## src/rtl/load_store_unit.sv

```systemverilog
// load_store_unit: single-port SRAM access engine for a core.
//   Accepts one request at a time (req/we/size/sign_ld/addr/wdata), checks
//   alignment and range, and runs one of:
//     fault          : IDLE -> DONE
//     load           : IDLE -> RD -> DONE
//     word store     : IDLE -> WR -> DONE
//     sub-word store : IDLE -> RD -> WR -> DONE   (read-modify-write)
//   Ports:
//     clk, rst (async, active low)
//     req, we, size, sign_ld, addr, wdata : request from the core
//     busy, done, fault, rdata            : status / load result to the core
//     sram_addr, w_sram, w_sram_en        : word-aligned memory port
//     r_sram                              : combinational read data at sram_addr
module load_store_unit #(
  parameter logic [31:0] ADDR_LIMIT = 32'h0000_1000
) (
  input  logic        clk,
  input  logic        rst,
  input  logic        req,
  input  logic        we,
  input  logic [1:0]  size,
  input  logic        sign_ld,
  input  logic [31:0] addr,
  input  logic [31:0] wdata,
  output logic        busy,
  output logic        done,
  output logic        fault,
  output logic [31:0] rdata,
  output logic [31:0] sram_addr,
  output logic [31:0] w_sram,
  output logic        w_sram_en,
  input  logic [31:0] r_sram
);

  typedef enum logic [1:0] {IDLE, RD, WR, DONE} state_t;

  state_t      state, state_nxt;
  // Only the lane bits and low data half are needed after accept: the
  // aligned address goes straight to sram_addr and word-store data
  // straight to w_sram.
  logic [1:0]  a_lane;
  logic [1:0]  a_size;
  logic        a_we;
  logic        a_sign;
  logic [15:0] a_wdata;
  logic        flt_q;

  logic        req_fault;
  logic [7:0]  rd_byte;
  logic [15:0] rd_half;
  logic [31:0] ld_val;
  logic [31:0] st_merge;

  always_comb begin
    req_fault = (size == 2'b11) || (addr >= ADDR_LIMIT) ||
                (size == 2'b01 && addr[0]) ||
                (size == 2'b10 && addr[1:0] != 2'b00);
  end

  // state register
  always_ff @(posedge clk or negedge rst) begin
    if (!rst) state <= IDLE;
    else      state <= state_nxt;
  end

  // next state
  always_comb begin
    state_nxt = state;
    case (state)
      IDLE: if (req) begin
        if (req_fault)          state_nxt = DONE;
        else if (!we)           state_nxt = RD;
        else if (size == 2'b10) state_nxt = WR;
        else                    state_nxt = RD;   // sub-word store reads first
      end
      RD:      state_nxt = a_we ? WR : DONE;
      WR:      state_nxt = DONE;
      DONE:    state_nxt = IDLE;
      default: state_nxt = IDLE;
    endcase
  end

  // outputs
  always_comb begin
    busy      = (state != IDLE);
    done      = (state == DONE);
    fault     = (state == DONE) && flt_q;
    w_sram_en = (state == WR);
  end

  // lane extraction for loads and lane merge for sub-word stores
  always_comb begin
    case (a_lane)
      2'd0:    rd_byte = r_sram[7:0];
      2'd1:    rd_byte = r_sram[15:8];
      2'd2:    rd_byte = r_sram[23:16];
      default: rd_byte = r_sram[31:24];
    endcase
    rd_half = a_lane[1] ? r_sram[31:16] : r_sram[15:0];
    case (a_size)
      2'b00:   ld_val = {{24{a_sign & rd_byte[7]}}, rd_byte};
      2'b01:   ld_val = {{16{a_sign & rd_half[15]}}, rd_half};
      default: ld_val = r_sram;
    endcase
    st_merge = r_sram;
    if (a_size == 2'b00) st_merge[{a_lane, 3'b000} +: 8]        = a_wdata[7:0];
    else                 st_merge[{a_lane[1], 4'b0000} +: 16]   = a_wdata;
  end

  // request latch and datapath registers
  always_ff @(posedge clk or negedge rst) begin
    if (!rst) begin
      a_lane    <= 2'b00;
      a_size    <= 2'b00;
      a_we      <= 1'b0;
      a_sign    <= 1'b0;
      a_wdata   <= 16'h0;
      flt_q     <= 1'b0;
      rdata     <= 32'h0;
      sram_addr <= 32'h0;
      w_sram    <= 32'h0;
    end else begin
      case (state)
        IDLE: if (req) begin
          a_lane    <= addr[1:0];
          a_size    <= size;
          a_we      <= we;
          a_sign    <= sign_ld;
          a_wdata   <= wdata[15:0];
          flt_q     <= req_fault;
          sram_addr <= {addr[31:2], 2'b00};
          if (we && size == 2'b10 && !req_fault) w_sram <= wdata;
        end
        RD: begin
          if (a_we) w_sram <= st_merge;
          else      rdata  <= ld_val;
        end
        default: ;
      endcase
    end
  end

endmodule

```

## config.mk

```make
export PLATFORM = sky130hd
export DESIGN_NAME = load_store_unit
export DESIGN_NICKNAME = d
export VERILOG_FILES = /design/src/rtl/load_store_unit.sv
export SDC_FILE = /design/constraint.sdc
export NUM_CORES = 1
export LEC_CHECK = 0
export CORE_UTILIZATION = 48
export CTS_CLUSTER_SIZE = 20
export DETAILED_ROUTE_END_ITERATION = 6
export PLACE_DENSITY = 0.81
export SETUP_SLACK_MARGIN = 0.2
export SLEW_MARGIN = 30
export SYNTH_ARGS = -nofsm -noshare
export SYNTH_HDL_FRONTEND = slang
export SYNTH_SLANG_ARGS = --single-unit
```

## constraint.sdc

```tcl
create_clock -name clk -period 2.85 [get_ports clk]
set_clock_uncertainty 0.15 [all_clocks]
set_input_delay 0.57 -clock clk [delete_from_list [all_inputs] [get_ports clk]]
set_output_delay 0.57 -clock clk [all_outputs]
set_load 0.005 [all_outputs]
```

* Yosys cells after proc, flatten, opt, wreduce, memory -nomap -nowiden *
Index checks and enable logic that the tools add are counted.

word-level totals
  bits in registers = 119
  ROM bits = 0
  latch bits = 0
  memories kept = 0
  RAM bits = 0

operators by class
  multiplexer cells = 16
  order comparisons = 1
  multipliers = 0
  $add $sub $neg = 2
  divide/modulo/power cells = 0
  bitwise logic cells = 3
  eq/ne operators = 12
  reductions and logical operators = 18
  shift operators = 4

operators with widths
  cell                     count
  $mux 32                  4
  $pmux 32 s2              2
  $bwmux 32                2
  $ge 32x13->1 const B     1
  $shift 16x7->32 const A  1
  $shift 8x7->32 const A   1
  $shiftx 16x7->32         1
  $shiftx 8x7->32          1
  $pmux 8 s3               1
  $mux 16                  1
  $neg 5->7                2
  $eq 2x2->1 const B       5
  $eq 2x1->1 const B       4
  $mux 2                   4
  $pmux 2 s4               1
  $logic_not 2->1          3
  $ne 2x2->1 const B       3
  $reduce_bool 2->1        3
  $logic_and 1x1->1        5
  $reduce_and 2->1         2
  $reduce_and 4->1         1
  $logic_or 1x1->1         3
  $and 1x1->1              2
  $logic_not 1->1          1
  other kinds (2)          2

* Depth between registers and ports, before layout *
Gate-level depths: netlist of the first run.

  word-level depth = 9
  gate-level depth with buffers = 9

* Least setup slack after synthesis of the first run *
Ideal clock, no wire load.

  path kind = register to register
  from = reg a_lane[0]
  to = reg w_sram[0]
  stages on the path, launching flop included = 10
  arrival = 2.134 ns
  setup slack = 0.465 ns
  clock period less this slack = 2.385 ns
  buffers on the path = 3
  library setup time = 0.101 ns
  cell sequence = dfrtp_1 > clkbuf_1 > inv_1 > ha_1 > clkbuf_1 > nor4bb_1 > buf_2 > a221o_1 > o221ai_1 > o32ai_1

on the way
  word-level cells in the longest chain between the ends = 6

RTL lines
  item                                               line  text
  start, declared                                    41    logic [1:0] a_lane;
  start signal, assigned                             125   a_lane <= addr[1:0];
  $neg 5->7 *                                        106   if (a_size == 2'b00) st_merge[{a_lane, 3'b000} +: 8] = a_wdata[7:0];
  $shiftx 8x7->32 or $shift 8x7->32 (tied branches)  106
  $bwmux 32 *                                        106
  $mux 32 *                                          106
  $mux 32 *                                          135   if (a_we) w_sram <= st_merge;
  $pmux 32 s2 *                                      123   case (state)
  end signal, assigned                               132   if (we && size == 2'b10 && !req_fault) w_sram <= wdata;
  end signal, assigned                               135
  end, declared                                      30    output logic [31:0] w_sram,

Mark *: on every way between the ends. The rest lies on a longest branch, timed or not. The select of a mux whose other input is x is not followed.
A chain may end at the register's enable or synchronous reset.

* Worst setup path in the final report of the first run *
  from = reg state[0]
  to = out busy

on the way
  word-level cells in the longest chain between the ends = 1

RTL lines
  item                    line  text
  start, declared         37    state_t state, state_nxt;
  start signal, assigned  63    else state <= state_nxt;
  $reduce_bool 2->1       85    busy = (state != IDLE);
  end, declared           25    output logic busy,

Every way passes these cells.

==> flow_metrics.env, run 1 <==
export IMPL_synth_area_top_cells="dfrtp_1 43%, mux2_2 12%, o32ai_2 5.2%"
export IMPL_peakVddDrop_uv=602
export IMPL_antennaDiodeCount=0
export IMPL_fmax_ghz=0.400
export IMPL_cp_end_kind="output pin"
export IMPL_ys_seq_elements=119
export IMPL_start_util_pct=49.4
export IMPL_synthesis_area_sq_um=6890
export IMPL_finalSetupTns_ps=0
export IMPL_crit_arrival_ps=1780
export IMPL_clock_latency_ps=420
export IMPL_hold_violations=0
export IMPL_antenna_found_initial=0
export IMPL_grt_total_usage_pct=30.2
export IMPL_synthTopCellsByCount="119 x dfrtp_1, 72 x mux2_2, 55 x a21oi_1"
export IMPL_syn_mean_instance_area_sq_um=11.0
export IMPL_vias=6217
export IMPL_io_buffers=200
export IMPL_maxSlewHeadroom_pct=47.3
export IMPL_routed_wirelength_um=21800
export IMPL_outcome="complete, no violations"
export IMPL_ys_warn_count=0
export IMPL_start_kind="flip-flop"
export IMPL_drc=0
export IMPL_clkTransAtPathRegs_ps=60
export IMPL_rows=43
export IMPL_finalSetupViolCount=0
export IMPL_via_per_inst=6.20
export IMPL_synth_edf_count=0
export IMPL_rsz0062_at_grt="false"
export IMPL_instances_no_fill=1003
export IMPL_crit_fanout=4
export IMPL_pwr_density_cell_nw_per_um2=1130
export IMPL_cts_sinks=119
export IMPL_drt_iter0_drc=588
export IMPL_ant_nets=0
export IMPL_grt_pass1_wl_um=33600
export IMPL_critical_path_class="flip-flop to output pin"
export IMPL_multiInputGateArea_sq_um=3490
export IMPL_grt_pass1_vias=6181
export IMPL_cts_root_buf="clkbuf_16"
export IMPL_synth_top_area_cell="dfrtp_1"
export IMPL_layout_drive_gt1_share_pct=21.5
export IMPL_cts_buffers=17
export IMPL_fin_crit_sh_pct=87.8
export IMPL_synthArstFlopShare_pct=100
export IMPL_fin_nets=924
export IMPL_dr_pass1_iters=7
export IMPL_netlist_cell_type_count=54
export IMPL_p_total_mw=10.9
export IMPL_synth_cells=625
export IMPL_grt_ovfl_total=0
export IMPL_detailed_place_hpwl_um=15800
export IMPL_synth_most_common_cell="dfrtp_1"
export IMPL_regArea_sq_um=2980
export IMPL_cts_tree="done"
export IMPL_synth_top_cell_area_share_pct=43.2
export IMPL_worst_pin_slew_ps=790
export IMPL_die_y_um=122
export IMPL_report_final_slew_viol_count=0
export IMPL_period_needed_ps=2500
export IMPL_die_w_um=122
export IMPL_routabilityCongestion=0.930
export IMPL_dieArea_sq_um=14800
export IMPL_cellLeakagePower_nw=3.85
export IMPL_cts_max_path_buffers=2
export IMPL_final_util_pct=69.3
export IMPL_ioPinCount=203
export IMPL_ys_seq_area_share_pct=43.2
export IMPL_syn_to_final_growth_pct=40.3
export IMPL_wl_per_cell_um=21.8
export IMPL_critical_path_required_ps=2130
export IMPL_holdCritPathClass="flip-flop to flip-flop"
export IMPL_ys_flop_type="dfrtp_1"
export IMPL_dpl_cell_count=970
export IMPL_grt_start_max_net_pins=46
export IMPL_core_area_sq_um=13900
export IMPL_fill_cells=975
export IMPL_cts_htree_levels=4
export IMPL_maxCapViolCount=0
[cell usage in the layout (no fill, tap or decap), drive strengths merged, types with 4 or more instances in the layout]
| master | count |
|---|---|
| clkdlybuf4s50 | 199 |
| dfrtp | 119 |
| mux2 | 72 |
| a21oi | 56 |
| nand2 | 51 |
| nor2 | 40 |
| buf | 27 |
| a221o | 24 |
| o221ai | 24 |
| o32ai | 24 |
| inv | 22 |
| clkbuf | 20 |
| o21ai | 19 |
| ha | 11 |
| a222oi | 10 |
| nor4bb | 10 |
| nand3 | 9 |
| a22oi | 8 |
| a2bb2oi | 8 |
| a311o | 8 |
| o22ai | 8 |
| nor4 | 7 |
| o21a | 6 |
| bufinv | 5 |
| a22o | 4 |
[sequential cells by signal, summed over array words and instances (netlist names)]
name	cells
a_size	2
state	2
flt_q	1
rdata	32
a_lane	2
sram_addr	30
a_sign	1
a_wdata	16
a_we	1
w_sram	32
[power by group]
group	internal [mW]	switching, mW	total [mW]	leakage (nW)
sequential	2.48	0.619	3.10	1.46
clock	1.62	0.806	2.42	0.318
combinational	2.82	2.58	5.40	2.08
total	6.92	4.00	10.9	3.85
[final timing paths]
check                         start    endpoint  slack [ps]  cells past startpoint
max reg2reg                state[1]  w_sram[25]         400                      6
min reg2reg                   flt_q       flt_q         320                      2
min                           flt_q       flt_q         320                      2
min in group asynchronous       rst  w_sram[23]         530                      2
max in group asynchronous       rst   w_sram[9]        1340                      3
max                        state[0]        busy         350                      4
[layer usage]
layer  wire length, um  track usage, %  part of all wire, %
met5                 0               0                    0
met4               773            15.4                  3.5
met3              1900            7.68                  8.7
met2             10400            48.4                   48
met1              8740            37.4                   40
[per-stage QoR]
step / hold slack [ps] / setup WS [ps] / area (sq um)
after global placement: 310 / 283 / 8990
final: 320 / 349 / 9660
after floorplan: 124 / 465 / 6890
after detailed placement: 313 / 211 / 8990
after CTS: 325 / 340 / 9660
after global routing: 369 / 219 / 9660
[critical path, cell delays in order (launching register included)]
cell,delay [ps]
dfrtp_1,390
inv_1,100
ha_1,240
inv_1,100
clkdlybuf4s50_1,530
[area by class of cell]
| class | instances | share of cell area [%] |
|---|---|---|
| Inverter | 21 | 0.816 |
| Multi-Input combinational cell | 424 | 36.1 |
| Clock inverter | 12 | 2.03 |
| Clock buffer | 20 | 4.83 |
| Sequential cell | 119 | 30.8 |
| Timing Repair Buffer | 227 | 23.1 |
| Tap cell | 180 | 2.33 |
[logic make-up (layout without fill, tap and decap cells)]
| kind of cell | count (synthesis) | in the layout | synth area share (%) |
|---|---|---|---|
| adders and majority gates | 11 | 11 | 2.00 |
| other | 1 | 2 | 0.0545 |
| AOI/OAI and AO/OA | 205 | 205 | 25.8 |
| muxes | 73 | 73 | 11.9 |
| DFF | 119 | 119 | 43.2 |
| buffers and inverters | 83 | 280 | 6.27 |
| and+or+nand+nor | 133 | 133 | 10.7 |
[what timing repair did]
item	in CTS	in global routing
endpoints found under the setup margin	0	2
endpoints found under the hold margin	37	0
gates resized for setup	0	1
setup buffers	0	0
hold buffers	1	0
(Power assumes the default switching activity.)
==> inputs of run 2 (changes only) <==
HOLD_SLACK_MARGIN = 0.06   (was default)
SKIP_LAST_GASP = 1   (was default)
==> results of run 2 <==
Final layout, timing and power as in run 1 (identical DEF).
